==> src/rtl/tile_absmax_buffer.sv <==
// Ping-pong tile buffer: accumulates NUM_BEATS beats, finds the tile magnitude maximum,
// then replays the tile with a constant max_num and a per-element outlier mask.
module tile_absmax_buffer #(
  parameter int unsigned IN_WIDTH       = 16,
  parameter int unsigned IN_SIZE        = 4,
  parameter int unsigned IN_PARALLELISM = 1,
  parameter int unsigned NUM_BEATS      = 4,
  parameter int unsigned MAX_MODE       = 1,
  parameter int unsigned MAX_NUM_WIDTH  = IN_WIDTH
) (
  input  logic                                          clk,
  input  logic                                          rst,
  input  logic [IN_SIZE*IN_PARALLELISM-1:0][IN_WIDTH-1:0] data_in,
  input  logic                                          data_in_valid,
  output logic                                          data_in_ready,
  input  logic [MAX_NUM_WIDTH-1:0]                      threshold,
  output logic [IN_SIZE*IN_PARALLELISM-1:0][IN_WIDTH-1:0] data_out,
  output logic [IN_SIZE*IN_PARALLELISM-1:0]             outlier_mask,
  output logic                                          data_out_last,
  output logic                                          data_out_valid,
  input  logic                                          data_out_ready,
  output logic [MAX_NUM_WIDTH-1:0]                      max_num
);

  localparam int unsigned N     = IN_SIZE * IN_PARALLELISM;
  localparam int unsigned BeatW = (NUM_BEATS > 1) ? $clog2(NUM_BEATS) : 1;
  localparam int unsigned CmpW  = (MAX_NUM_WIDTH > IN_WIDTH) ? MAX_NUM_WIDTH : IN_WIDTH;
  localparam logic [BeatW-1:0] LastBeat = BeatW'(NUM_BEATS - 1);

  typedef logic [N-1:0][IN_WIDTH-1:0] beat_t;

  // Magnitude with the most negative value saturating to the most positive.
  function automatic logic [IN_WIDTH-1:0] mag(input logic [IN_WIDTH-1:0] x);
    logic [IN_WIDTH-1:0] most_neg;
    most_neg = '0;
    most_neg[IN_WIDTH-1] = 1'b1;
    if (x == most_neg) begin
      mag = ~most_neg;
    end else if (x[IN_WIDTH-1]) begin
      mag = -x;
    end else begin
      mag = x;
    end
  endfunction

  beat_t                     mem_q [2][NUM_BEATS];
  logic [1:0]                full_q, full_d;
  logic [MAX_NUM_WIDTH-1:0]  max_q [2];
  logic [MAX_NUM_WIDTH-1:0]  thr_q [2];
  logic                      wbank_q, rbank_q;
  logic [BeatW-1:0]          wbeat_q, rbeat_q;
  logic signed [IN_WIDTH-1:0] run_q, run_d;
  logic signed [IN_WIDTH-1:0] beat_best, elem_val;
  logic [IN_WIDTH-1:0]       commit_mag;
  logic                      wr_en, wr_last, rd_en, rd_last;
  beat_t                     rd_beat;

  assign data_in_ready  = !full_q[wbank_q];
  assign data_out_valid = full_q[rbank_q];
  assign wr_en   = data_in_valid && data_in_ready;
  assign wr_last = wr_en && (wbeat_q == LastBeat);
  assign rd_en   = data_out_valid && data_out_ready;
  assign rd_last = rd_en && (rbeat_q == LastBeat);

  // MAX_MODE=1 reduces magnitudes; MAX_MODE=0 reduces signed values and takes |.| at commit.
  always_comb begin
    elem_val  = '0;
    beat_best = (MAX_MODE != 0) ? mag(data_in[0]) : data_in[0];
    for (int i = 1; i < N; i++) begin
      elem_val = (MAX_MODE != 0) ? mag(data_in[i]) : data_in[i];
      if (elem_val > beat_best) begin
        beat_best = elem_val;
      end
    end
    run_d      = ((wbeat_q == '0) || (beat_best > run_q)) ? beat_best : run_q;
    commit_mag = (MAX_MODE != 0) ? run_d : mag(run_d);
  end

  always_comb begin
    full_d = full_q;
    if (wr_last) begin
      full_d[wbank_q] = 1'b1;
    end
    if (rd_last) begin
      full_d[rbank_q] = 1'b0;
    end
  end

  always_ff @(posedge clk or negedge rst) begin
    if (!rst) begin
      full_q  <= '0;
      wbank_q <= 1'b0;
      rbank_q <= 1'b0;
      wbeat_q <= '0;
      rbeat_q <= '0;
      run_q   <= '0;
      max_q[0] <= '0;
      max_q[1] <= '0;
      thr_q[0] <= '0;
      thr_q[1] <= '0;
    end else begin
      full_q <= full_d;
      if (wr_en) begin
        run_q <= run_d;
        if (wbeat_q == '0) begin
          thr_q[wbank_q] <= threshold;
        end
        if (wr_last) begin
          max_q[wbank_q] <= MAX_NUM_WIDTH'(commit_mag);
          wbank_q        <= ~wbank_q;
          wbeat_q        <= '0;
        end else begin
          wbeat_q <= wbeat_q + 1'b1;
        end
      end
      if (rd_en) begin
        if (rd_last) begin
          rbank_q <= ~rbank_q;
          rbeat_q <= '0;
        end else begin
          rbeat_q <= rbeat_q + 1'b1;
        end
      end
    end
  end

  always_ff @(posedge clk) begin
    if (wr_en) begin
      mem_q[wbank_q][wbeat_q] <= data_in;
    end
  end

  // Outputs are gated by valid so nothing undefined leaks out of an idle bank.
  always_comb begin
    rd_beat       = mem_q[rbank_q][rbeat_q];
    data_out      = data_out_valid ? rd_beat : '0;
    max_num       = data_out_valid ? max_q[rbank_q] : '0;
    data_out_last = data_out_valid && (rbeat_q == LastBeat);
    outlier_mask  = '0;
    for (int i = 0; i < N; i++) begin
      outlier_mask[i] = data_out_valid &&
                        (CmpW'(mag(rd_beat[i])) >= CmpW'(thr_q[rbank_q]));
    end
  end

endmodule
==> config.mk <==
export PLATFORM = sky130hd
export DESIGN_NAME = tile_absmax_buffer
export DESIGN_NICKNAME = d
export VERILOG_FILES = /design/src/rtl/tile_absmax_buffer.sv
export SDC_FILE = /design/constraint.sdc
export NUM_CORES = 1
export LEC_CHECK = 0
export ABC_AREA = 0
export BUFFER_PORTS_ARGS = -buffer_cell sky130_fd_sc_hd__buf_4
export CAP_MARGIN = 20
export CORE_AREA = 4 4 347 349
export DETAILED_ROUTE_END_ITERATION = 8
export DIE_AREA = 0 0 351 353
export MAX_ROUTING_LAYER = met4
export SYNTH_ARGS = -nofsm -noshare
export SYNTH_HDL_FRONTEND = slang
export SYNTH_SLANG_ARGS = --single-unit
==> constraint.sdc <==
create_clock -name clk -period 13 [get_ports clk]
set_clock_uncertainty 0.2 [all_clocks]
set_input_delay 1.95 -clock clk [delete_from_list [all_inputs] [get_ports clk]]
set_output_delay 1.95 -clock clk [all_outputs]
set_load 0.02 [all_outputs]
==> summary.md, run 1 <==
| Metric | Value |
|---|---|
| Status | `complete, no violations` |
| Hold crit path type | `reg2reg` |
| GRT Util Overall | `15.1%` |
| Crit-path max FO | `17` |
| Area after DPL | `33500 um2` |
| Unique cell type count in the Yosys netlist | `79` |
| Sink Count | `600` |
| CP peak stage delay | `0.67 ns` |
| Share of layout cells above drive strength 1 | `22.4%` |
| Fillers | `11667` |
| # setup viols final | `0` |
| Antenna violations before repair | `16` |
| Number of global-route vias before repair | `19606` |
| Worst Setup Path Type | `in2reg` |
| Top post-synthesis cells by area | `edfxtp_1 51%, mux4_2 9.5%, dfrtp_1 7.3%` |
| Synth Flop Type | `edfxtp_1` |
| FMAX | `0.0826 GHz` |
| Mapped Area | `30300 um2` |
| Port bufs | `170` |
| CORE AREA | `117000 um2` |
| #FFs+latches synth | `600` |
| Boundary Pins | `171` |
| Largest net degree at the start of global routing | `84` |
| Yosys top cell by area | `edfxtp_1` |
| Startpoint types | `primary input` |
| Top cells by count, synth | `512 x edfxtp_1, 197 x nand2_1, 161 x nor2_1, 141 x ha_1, 128 x mux4_2` |
| DRT iter0 DRCs | `1819` |
| CP required | `13.27 ns` |
| Setup Total Neg Slack | `0 ns` |
| Die area | `124000 um2` |
| CP max stage cell | `or4_4` |
| Relative slew margins | `24.2%` |
| Nets | `2630` |
| # hold bufs at CTS | `0` |
| P_leak | `13.2 nW` |
| Post-route cell area | `35800 um2` |
| CP Capture Type | `flip-flop` |
| Number of H-tree levels | `3` |
| WP data arrival | `12.39 ns` |
| Die height | `353 um` |
| PwrDens | `258 nW/um2` |
| Total CTS buffers | `69` |
| Syn_area_per_cell | `13.7 um2` |
| Async SR Flop Fraction | `14.7%` |
| Congestion Overflow GR | `0` |
| Antenna Nets Post-Route | `0` |
| Vias per cell | `4.94` |
| EDFF count, synth | `512` |
| Worst-Skew Late Latency | `0.61 ns` |
| Routed vias | `19800` |
| Synth top area share | `50.8%` |
| Worst-margin pin slew | `1.11 ns` |
| DIE WIDTH | `351 um` |
| Total Wirelength | `92600 um` |
| Initial Util | `25.8%` |
| Most common cell in the netlist | `edfxtp_1` |
| Clk buf depth | `3` |
| Post-Route Utilization | `30.5%` |
| Period minus WS final | `12.11 ns` |
| Max Cap Viol | `0` |
| Placed insts | `3869` |
| # rows | `126` |
| Top delay family on crit path | `simple AND/OR/NAND/NOR gates` |
| Remaining DRCs | `0` |
| Placer congestion estimate | `0.916` |
| Avg WL per Cell | `23.1 um` |
| Post-synthesis sequential area ratio | `58.1%` |
| Layout area overhead | `18.3%` |
| First-pass GRT wire length | `135000 um` |
| Max-slew violations | `0` |
| # Post-CTS Setup Buffers | `0` |
| Cells after Synth | `2209` |
| Clock transition at the registers of the reported paths | `0.06 ns` |
| RSZ-0062 raised after global routing | `false` |
| Final Hold Viols | `0` |
| TritonCTS clock tree | `built` |
| Initial DRT Pass Iterations | `5` |
| Ys Warns | `0` |
| Fin crit share | `93.2%` |
| Cts repair resizes | `0` |
| Dpl hpwl | `64000 um` |
| Layout Cells excl Fill | `4007` |
| Cell mode on critical path | `buf_4` |
| CTS root buf | `clkbuf_16` |
| Syn_nets | `2434` |
| Peak supply drop | `0.149 mV` |
| Worst path bufs/invs | `8` |
layer usage:
layer	share of wire, %	wire length, um	vias to the layer above	track usage, %
met3	5.8	5370	127	2.16
met2	47	43500	605	23.5
met4	2.3	2110	0	3.84
li1	-	-	8940	-
met1	45	41600	10128	20.8
met5	0	0	-	-
cell type report:
| class | instances | area, um2 | area share (%) |
|---|---|---|---|
| inverters | 67 | 255 | 0.713 |
| clock buffers | 82 | 1830 | 5.10 |
| repair buffers | 224 | 1740 | 4.86 |
| clock inverters | 44 | 455 | 1.27 |
| multi-input cells | 1443 | 12000 | 33.5 |
| flip-flops and latches | 600 | 17600 | 49.1 |
| diodes | 11 | 27.5 | 0.0769 |
| well taps | 1536 | 1920 | 5.37 |
stage by stage:
stage / setup slack (ns) / power, mW / hold slack, ns
final: 0.887 / 9.26 / 0.279
after global routing: 0.0577 / 9.90 / 0.309
after CTS: 1.14 / 9.35 / 0.283
after detailed placement: 0.505 / 7.36 / 0.270
after global placement: 0.734 / 7.30 / 0.262
after floorplan: 0.904 / 5.75 / 0.249
power by group:
group | total (mW) | switching (mW) | internal (mW)
Combinational | 4.70 | 2.77 | 1.93
Clock | 1.95 | 0.810 | 1.14
Sequential | 2.60 | 0.165 | 2.44
path summary, 6_finish.rpt:
path / end / depth (start not counted) / startpoint / slack [ns]
worst max-delay path: run_q[11] / 42 / data_in[6] / 0.89
worst min-delay path: max_q[16] / 2 / max_q[16] / 0.28
worst max register to register: thr_q[16] / 6 / wbank_q / 9.11
worst min register to register: max_q[16] / 2 / max_q[16] / 0.28
max in group asynchronous: thr_q[10] / 3 / rst / 10.74
min in group asynchronous: full_q[0] / 1 / rst / 0.99
cells by family after synthesis:
family	count (synthesis)	share of synthesized area [%]
DFF	600	58.1
and+or+nand+nor	587	9.13
xor gates and xnor gates	61	1.77
buffers and inverters	166	2.40
muxes	288	15.0
AOI/OAI and AO/OA	366	7.77
adders and majority gates	141	5.83
worst reg2reg max path, delay by kind of cell, from the launching register on:
family        cells  cell delay [ns]
buf+inv           1             0.81
flops             1             0.48
simple gates      3             1.39
mux               2             0.89
flip-flops by register name, summed over array words and instances (netlist names):
signal	flops
thr_q	32
wbeat_q	2
run_q	16
full_q	2
max_q	32
rbank_q	1
mem_q	512
wbank_q	1
rbeat_q	2
cells in the final DEF (no fill, tap or decap), types with 63 or more instances in the layout:
cell type	count
buf_4	220
edfxtp_1	512
mux2i_1	108
dfrtp_1	85
o21ai_0	87
inv_1	63
nor2_1	160
nand2_1	197
mux4_2	128
ha_1	141
clkbuf_16	70
a21oi_1	91
No activity file was read; power rests on OpenSTA's default activity.
==> inputs of run 2 (changes only) <==
- CTS_BUF_LIST: not set -> sky130_fd_sc_hd__clkbuf_8 sky130_fd_sc_hd__clkbuf_16
- REMOVE_ABC_BUFFERS: not set -> 1
==> run 2 against run 1 <==
Compared with the run above: maximum frequency is 1.4% lower; critical path type unchanged; highest routed layer unchanged; routed wire length is 4.0% lower; register-to-register slack worse by 0.49 ns.
==> summary.md, run 2 (synthesis results as in run 1) <==
| Metric | Value |
|---|---|
| DIE WIDTH | `351 um (unchanged)` |
| Boundary Pins | `171 (unchanged)` |
| Worst slack, placed | `0.190 ns (-0.315 ns)` |
| Max reg flops | `512 (unchanged)` |
| CORE AREA | `117000 um2 (unchanged)` |
| CP peak stage delay | `0.68 ns (about the same)` |
| Share of layout cells above drive strength 1 | `21.8% (-0.64 points)` |
| Clock power share | `18.2% (-2.9 points)` |
| R2R depth | `7 (+1)` |
| Max-slew violations | `0 (unchanged)` |
| CP Capture Type | `flip-flop` |
| Most flop-heavy register | `mem_q` |
| Sink Count | `600 (unchanged)` |
| Period minus WS final | `12.29 ns (+0.177 ns)` |
| M1 GR Usage | `18.8% (-2.0 points)` |
| Most frequent cells in the layout | `512 x edfxtp_1, 216 x buf_4, 197 x nand2_1, 159 x nor2_1, 141 x ha_1` |
| Worst setup margin | `0.709 ns (-0.177 ns)` |
| Relative slew margins | `24.5% (+0.30 points)` |
| Clk buf depth | `3 (unchanged)` |
| Largest net degree at the start of global routing | `87 (+3.6%)` |
| FMAX | `0.0814 GHz (-1.4%)` |
| CTS root buf | `clkbuf_16` |
| Top delay family on crit path | `simple AND/OR/NAND/NOR gates` |
| Routed vias | `19166 (-3.2%)` |
| Combinational Power Share | `52.3% (+1.5 points)` |
| Layout Cells excl Fill | `3982 (-0.62%)` |
| Congestion Overflow GR | `0 (unchanged)` |
| Placer congestion estimate | `0.930 (+1.5%)` |
| Initial Util | `25.8% (unchanged)` |
| Worst-margin pin slew | `1.10 ns (-0.00430 ns)` |
| GRT Util Overall | `14.6% (-0.54 points)` |
| Initial DRT Pass Iterations | `5 (unchanged)` |
| TritonCTS clock tree | `built` |
| Crit-path max FO | `20 (+3)` |
| Hold WS | `0.282 ns (+0.00297 ns)` |
| Total Wirelength | `88900 um (-4.0%)` |
| Power Internal | `5.24 mW (-4.8%)` |
| PwrDens | `252 nW/um2 (-2.3%)` |
| Post-Route Utilization | `30.0% (-0.45 points)` |
| Switching Fraction | `41.1% (+0.64 points)` |
| Fillers | `11645 (-0.19%)` |
| Top flop regs | `mem_q (512), max_q (32), thr_q (32)` |
| # rows | `126 (unchanged)` |
| Die height | `353 um (unchanged)` |
| WHS Path Cells | `2 (unchanged)` |
| Worst path bufs/invs | `5 (-3)` |
| First-pass GRT wire length | `130000 um (-3.4%)` |
| Worst Setup Path Type | `in2reg` |
| Worst-Skew Late Latency | `0.62 ns (about the same)` |
| Avg WL per Cell | `22.3 um (-3.4%)` |
| Pwr Total | `8.90 mW (-3.8%)` |
| Startpoint types | `primary input` |
| Number of H-tree levels | `2 (-1)` |
| Vias per cell | `4.81 (-2.6%)` |
| Met3 GRT Util | `3.04% (+0.88 points)` |
| Commonest non-fill, non-tap cell in the layout | `edfxtp_1` |
| Max Cap Viol | `0 (unchanged)` |
| P_leak | `13.0 nW (-1.9%)` |
| Sequential power share | `29.6% (+1.5 points)` |
| Port bufs | `170 (unchanged)` |
| WP data arrival | `12.61 ns (+0.22 ns)` |
| Number of global-route vias before repair | `19168 (-2.2%)` |
| Dpl hpwl | `61900 um (-3.4%)` |
| # Post-CTS Setup Buffers | `0 (unchanged)` |
| Nets | `2613 (-0.65%)` |
| Cts repair resizes | `0 (unchanged)` |
| Instance count on the critical path | `38 (-9.5%)` |
| RSZ-0062 raised after global routing | `false` |
| Antenna violations before repair | `15 (-1)` |
| Status | `complete, no violations` |
| Layout area overhead | `16.6%` |
| Total CTS buffers | `59 (-14%)` |
| GRT busiest layer | `met2` |
| Die area | `124000 um2 (unchanged)` |
| Clock transition at the registers of the reported paths | `0.06 ns (about the same)` |
| CP required | `13.32 ns (+0.05 ns)` |
| Antenna Nets Post-Route | `0 (unchanged)` |
| Peak supply drop | `0.156 mV (+4.9%)` |
| # hold bufs at CTS | `0 (unchanged)` |
| Cell mode on critical path | `nand2_1` |
| Met2 Usage GRT | `23.4% (-0.094 points)` |
| # setup viols final | `0 (unchanged)` |
| Placed insts | `3863 (-0.16%)` |
| Fin crit share | `94.5% (+1.4 points)` |
| DRT iter0 DRCs | `1573 (-14%)` |
| CP max stage cell | `or4_4` |
| Final Hold Viols | `0 (unchanged)` |
| Switching power | `3.66 mW (-2.3%)` |
| Remaining DRCs | `0 (unchanged)` |
| Hold crit path type | `reg2reg` |
-- run 2: area by class of cell --
| cell class | instances | area [um2] | share of cell area, % |
|---|---|---|---|
| antenna | 15 | 37.5 | 0.106 |
| multi-input combinational | 1443 | 12000 | 34.1 |
| tap | 1536 | 1920 | 5.45 |
| clock buffer | 61 | 1530 | 4.33 |
| inverter | 67 | 255 | 0.724 |
| clock inverter | 43 | 285 | 0.809 |
| sequential | 600 | 17600 | 49.9 |
| timing repair buffer | 217 | 1640 | 4.65 |
-- run 2: worst paths after layout --
check / to / start / slack (ns)
worst max-delay path: max_q[6] / data_in[6] / 0.71
worst min-delay path: max_q[30] / max_q[30] / 0.28
worst max register to register: rbeat_q[1] / rbank_q / 8.62
worst min register to register: max_q[30] / max_q[30] / 0.28
max in group asynchronous: rbeat_q[1] / rst / 10.34
min in group asynchronous: full_q[0] / rst / 1.11
-- run 2: per-stage QoR --
step / cell area [um2] / setup TNS, ns
global placement: 33400 / 0
floorplan: 29800 / -60.81
finish: 35300 / 0
detailed placement: 33400 / 0
global route: 35300 / 0
CTS: 35200 / 0
-- run 2: worst register-to-register path: cells and delay by family (launching register included) --
family / cells / cell delay (ns)
and+or+nand+nor: 1 / 0.26
DFF: 1 / 0.98
buffers and inverters: 4 / 2.12
muxes: 2 / 0.70
-- run 2: layer usage --
layer	wire length [um]	vias to the layer above
li1	-	8895
met1	39100	9702
met2	42500	461
met3	4860	108
met4	2360	0
met5	0	-
-- run 2: power by group through the flow --
stage / clock, mW / combinational (mW) / sequential, mW
after global placement: 0 / 4.65 / 2.67
after detailed placement: 0 / 4.69 / 2.68
after CTS: 1.66 / 4.72 / 2.64
after floorplan: 0 / 3.12 / 2.74
after global routing: 1.74 / 5.17 / 2.67
final: 1.62 / 4.65 / 2.63
==> inputs of run 3 (changes only) <==
--- a/config.mk
+++ b/config.mk
@@ -8,2 +8,3 @@
 export ABC_AREA = 0
+export ABC_CLOCK_PERIOD_IN_PS = 13000
 export BUFFER_PORTS_ARGS = -buffer_cell sky130_fd_sc_hd__buf_4
==> constraint.sdc (replaced) <==
create_clock -name clk -period 13 [get_ports clk]
set_clock_uncertainty 0.2 [all_clocks]
set_input_delay 2.6 -clock clk [delete_from_list [all_inputs] [get_ports clk]]
set_output_delay 2.6 -clock clk [all_outputs]
set_load 0.02 [all_outputs]
==> run 3 against run 2 <==
Compared with the run above: clock power grew 6%; register-to-register slack improved by 0.74 ns; utilization increased by 0.22 points; first-iteration DRC count increased by 4.9%; critical path type unchanged; highest routed layer unchanged.
==> summary.md, run 3 (synthesis results as in run 1) <==
| Metric | Value |
|---|---|
| Highest metal used | `met4` |
| Worst-Skew Late Latency | `0.62 ns (about the same)` |
| # hold bufs at CTS | `0 (unchanged)` |
| Sequential power share | `29.0% (-0.6 points)` |
| CP max stage cell | `or4_4` |
| Cts repair resizes | `0 (unchanged)` |
| Top delay family on crit path | `simple AND/OR/NAND/NOR gates` |
| WP data arrival | `12.51 ns (-0.10 ns)` |
| Max Cap Viol | `0 (unchanged)` |
| Die area | `124000 um2 (unchanged)` |
| Worst Setup Path Type | `in2reg` |
| Initial Util | `25.8% (unchanged)` |
| Dpl hpwl | `62400 um (+0.77%)` |
| Worst-margin pin slew | `1.13 ns (+0.0314 ns)` |
| CP Capture Type | `flip-flop` |
| First-pass GRT wire length | `132000 um (+1.0%)` |
| Initial DRT Pass Iterations | `8 (+3)` |
| CORE AREA | `117000 um2 (unchanged)` |
| Switching Fraction | `40.8% (-0.37 points)` |
| Clock transition at the registers of the reported paths | `0.06 ns (about the same)` |
| Vias per cell | `4.85 (+0.73%)` |
| P_leak | `13.1 nW (+1.3%)` |
| DRT iter0 DRCs | `1650 (+4.9%)` |
| Layout area overhead | `17.4%` |
| # setup viols final | `0 (unchanged)` |
| Most frequent cells in the layout | `512 x edfxtp_1, 228 x buf_4, 197 x nand2_1, 160 x nor2_1, 141 x ha_1` |
| FMAX | `0.0817 GHz (+0.40%)` |
| TritonCTS clock tree | `built` |
| CP required | `13.27 ns (-0.05 ns)` |
| Commonest non-fill, non-tap cell in the layout | `edfxtp_1` |
| Placed insts | `3876 (+0.34%)` |
| Total CTS buffers | `59 (unchanged)` |
| Antenna Nets Post-Route | `0 (unchanged)` |
| Die height | `353 um (unchanged)` |
| Sink Count | `600 (unchanged)` |
| Startpoint types | `primary input` |
| Congestion Overflow GR | `0 (unchanged)` |
| Layout Cells excl Fill | `4003 (+0.53%)` |
| Share of layout cells above drive strength 1 | `22.2% (+0.39 points)` |
| Power Internal | `5.36 mW (+2.2%)` |
| RSZ-0062 raised after global routing | `false` |
| Routed wl met3 | `5310 um (+9.2%)` |
| Routed vias | `19408 (+1.3%)` |
| Switching power | `3.69 mW (+0.66%)` |
| Metal2 WL | `43900 um (+3.2%)` |
| Largest net degree at the start of global routing | `104 (+20%)` |
| PwrDens | `255 nW/um2 (+0.85%)` |
| Relative slew margins | `22.4% (-2.2 points)` |
| Status | `complete, no violations` |
| Post-Route Utilization | `30.3% (+0.22 points)` |
| CP peak stage delay | `0.68 ns (about the same)` |
| Peak supply drop | `0.127 mV (-19%)` |
| Fin crit share | `94.2% (-0.37 points)` |
| Combinational Power Share | `52.0% (-0.3 points)` |
| DIE WIDTH | `351 um (unchanged)` |
| Max-slew violations | `0 (unchanged)` |
| Clk buf depth | `3 (unchanged)` |
| Top flop regs | `mem_q (512), max_q (32), thr_q (32)` |
| Hold crit path type | `reg2reg` |
| Remaining DRCs | `0 (unchanged)` |
| Number of H-tree levels | `2 (unchanged)` |
| Number of global-route vias before repair | `19313 (+0.76%)` |
| Total Wirelength | `90000 um (+1.2%)` |
| Avg WL per Cell | `22.5 um (+0.67%)` |
| Period minus WS final | `12.24 ns (-0.0486 ns)` |
| Final Hold Viols | `0 (unchanged)` |
| WL met1 | `38700 um (-1.0%)` |
| GRT Util Overall | `14.7% (+0.13 points)` |
| Nets | `2627 (+0.54%)` |
| Placer congestion estimate | `0.905 (-2.6%)` |
| Boundary Pins | `171 (unchanged)` |
| Max reg flops | `512 (unchanged)` |
| Most flop-heavy register | `mem_q` |
| Port bufs | `170 (unchanged)` |
| Clock power share | `19.1% (+0.9 points)` |
| Worst path bufs/invs | `6 (+1)` |
| Crit-path max FO | `20 (unchanged)` |
| Antenna violations before repair | `16 (+1)` |
| CTS root buf | `clkbuf_16` |
| # rows | `126 (unchanged)` |
| # Post-CTS Setup Buffers | `0 (unchanged)` |
run 3: cell count changes in the layout (fill, tap and decap cells not counted), moves of 3 or more:
cell / previous run / this run
bufinv_16: 3 / 8
clkinv_1: 8 / 11
buf_4: 216 / 228
clkinvlp_4: 7 / 2
run 3: path summary, 6_finish.rpt:
check                        endpoint  slack (ns)       start  cells after the start
hold reg to reg             run_q[15]        0.28   run_q[15]                      2
setup reg to reg            max_q[19]        9.36     wbank_q                      9
setup / recovery            max_q[11]        0.76  data_in[6]                     39
max in group asynchronous  rbeat_q[0]        9.67         rst                      2
hold / removal              run_q[15]        0.28   run_q[15]                      2
min in group asynchronous    max_q[9]        1.79         rst                      1
run 3: worst min-delay path, delay by kind of cell, from the launching register on:
kind | cells | cell delay, ns
AND/OR/NAND/NOR | 1 | 0.05
AO/OA/AOI/OAI | 1 | 0.05
flip-flops | 1 | 0.34
run 3: layout make-up:
class | instances | area [um2]
Antenna cell | 16 | 40.0
Clock buffer | 61 | 1500
Clock inverter | 49 | 438
Fill cell | 11695 | 81900
Inverter | 67 | 255
Multi-Input combinational cell | 1443 | 12000
Sequential cell | 600 | 17600
Tap cell | 1536 | 1920
Timing Repair Buffer | 231 | 1770
run 3: power groups by stage:
stage | registers [mW] | clock network (mW) | logic, mW
after detailed placement | 2.66 | 0 | 4.74
final | 2.62 | 1.72 | 4.70
after floorplan | 2.74 | 0 | 3.12
after global routing | 2.66 | 1.85 | 5.19
after global placement | 2.65 | 0 | 4.69
after CTS | 2.63 | 1.76 | 4.76
run 3: metrics by stage:
step	hold WS (ns)	cell area, um2	TNS, ns	worst slack, ns	power (mW)
2_1_floorplan	0.249	29800	-126.75	-1.67	5.86
3_3_place_gp	0.259	33500	0	0.0886	7.34
3_5_place_dp	0.268	33500	0	0.00529	7.40
4_1_cts	0.281	35500	0	0.610	9.15
5_1_grt	0.310	35500	0	0.0589	9.70
6_report	0.277	35500	0	0.758	9.04
run 3: per-layer routing:
layer  track usage (%)  vias up
li1                  -     8936
met1              18.9     9821
met2              23.9      541
met3              2.92      110
met4              3.59        0
met5                 -        -
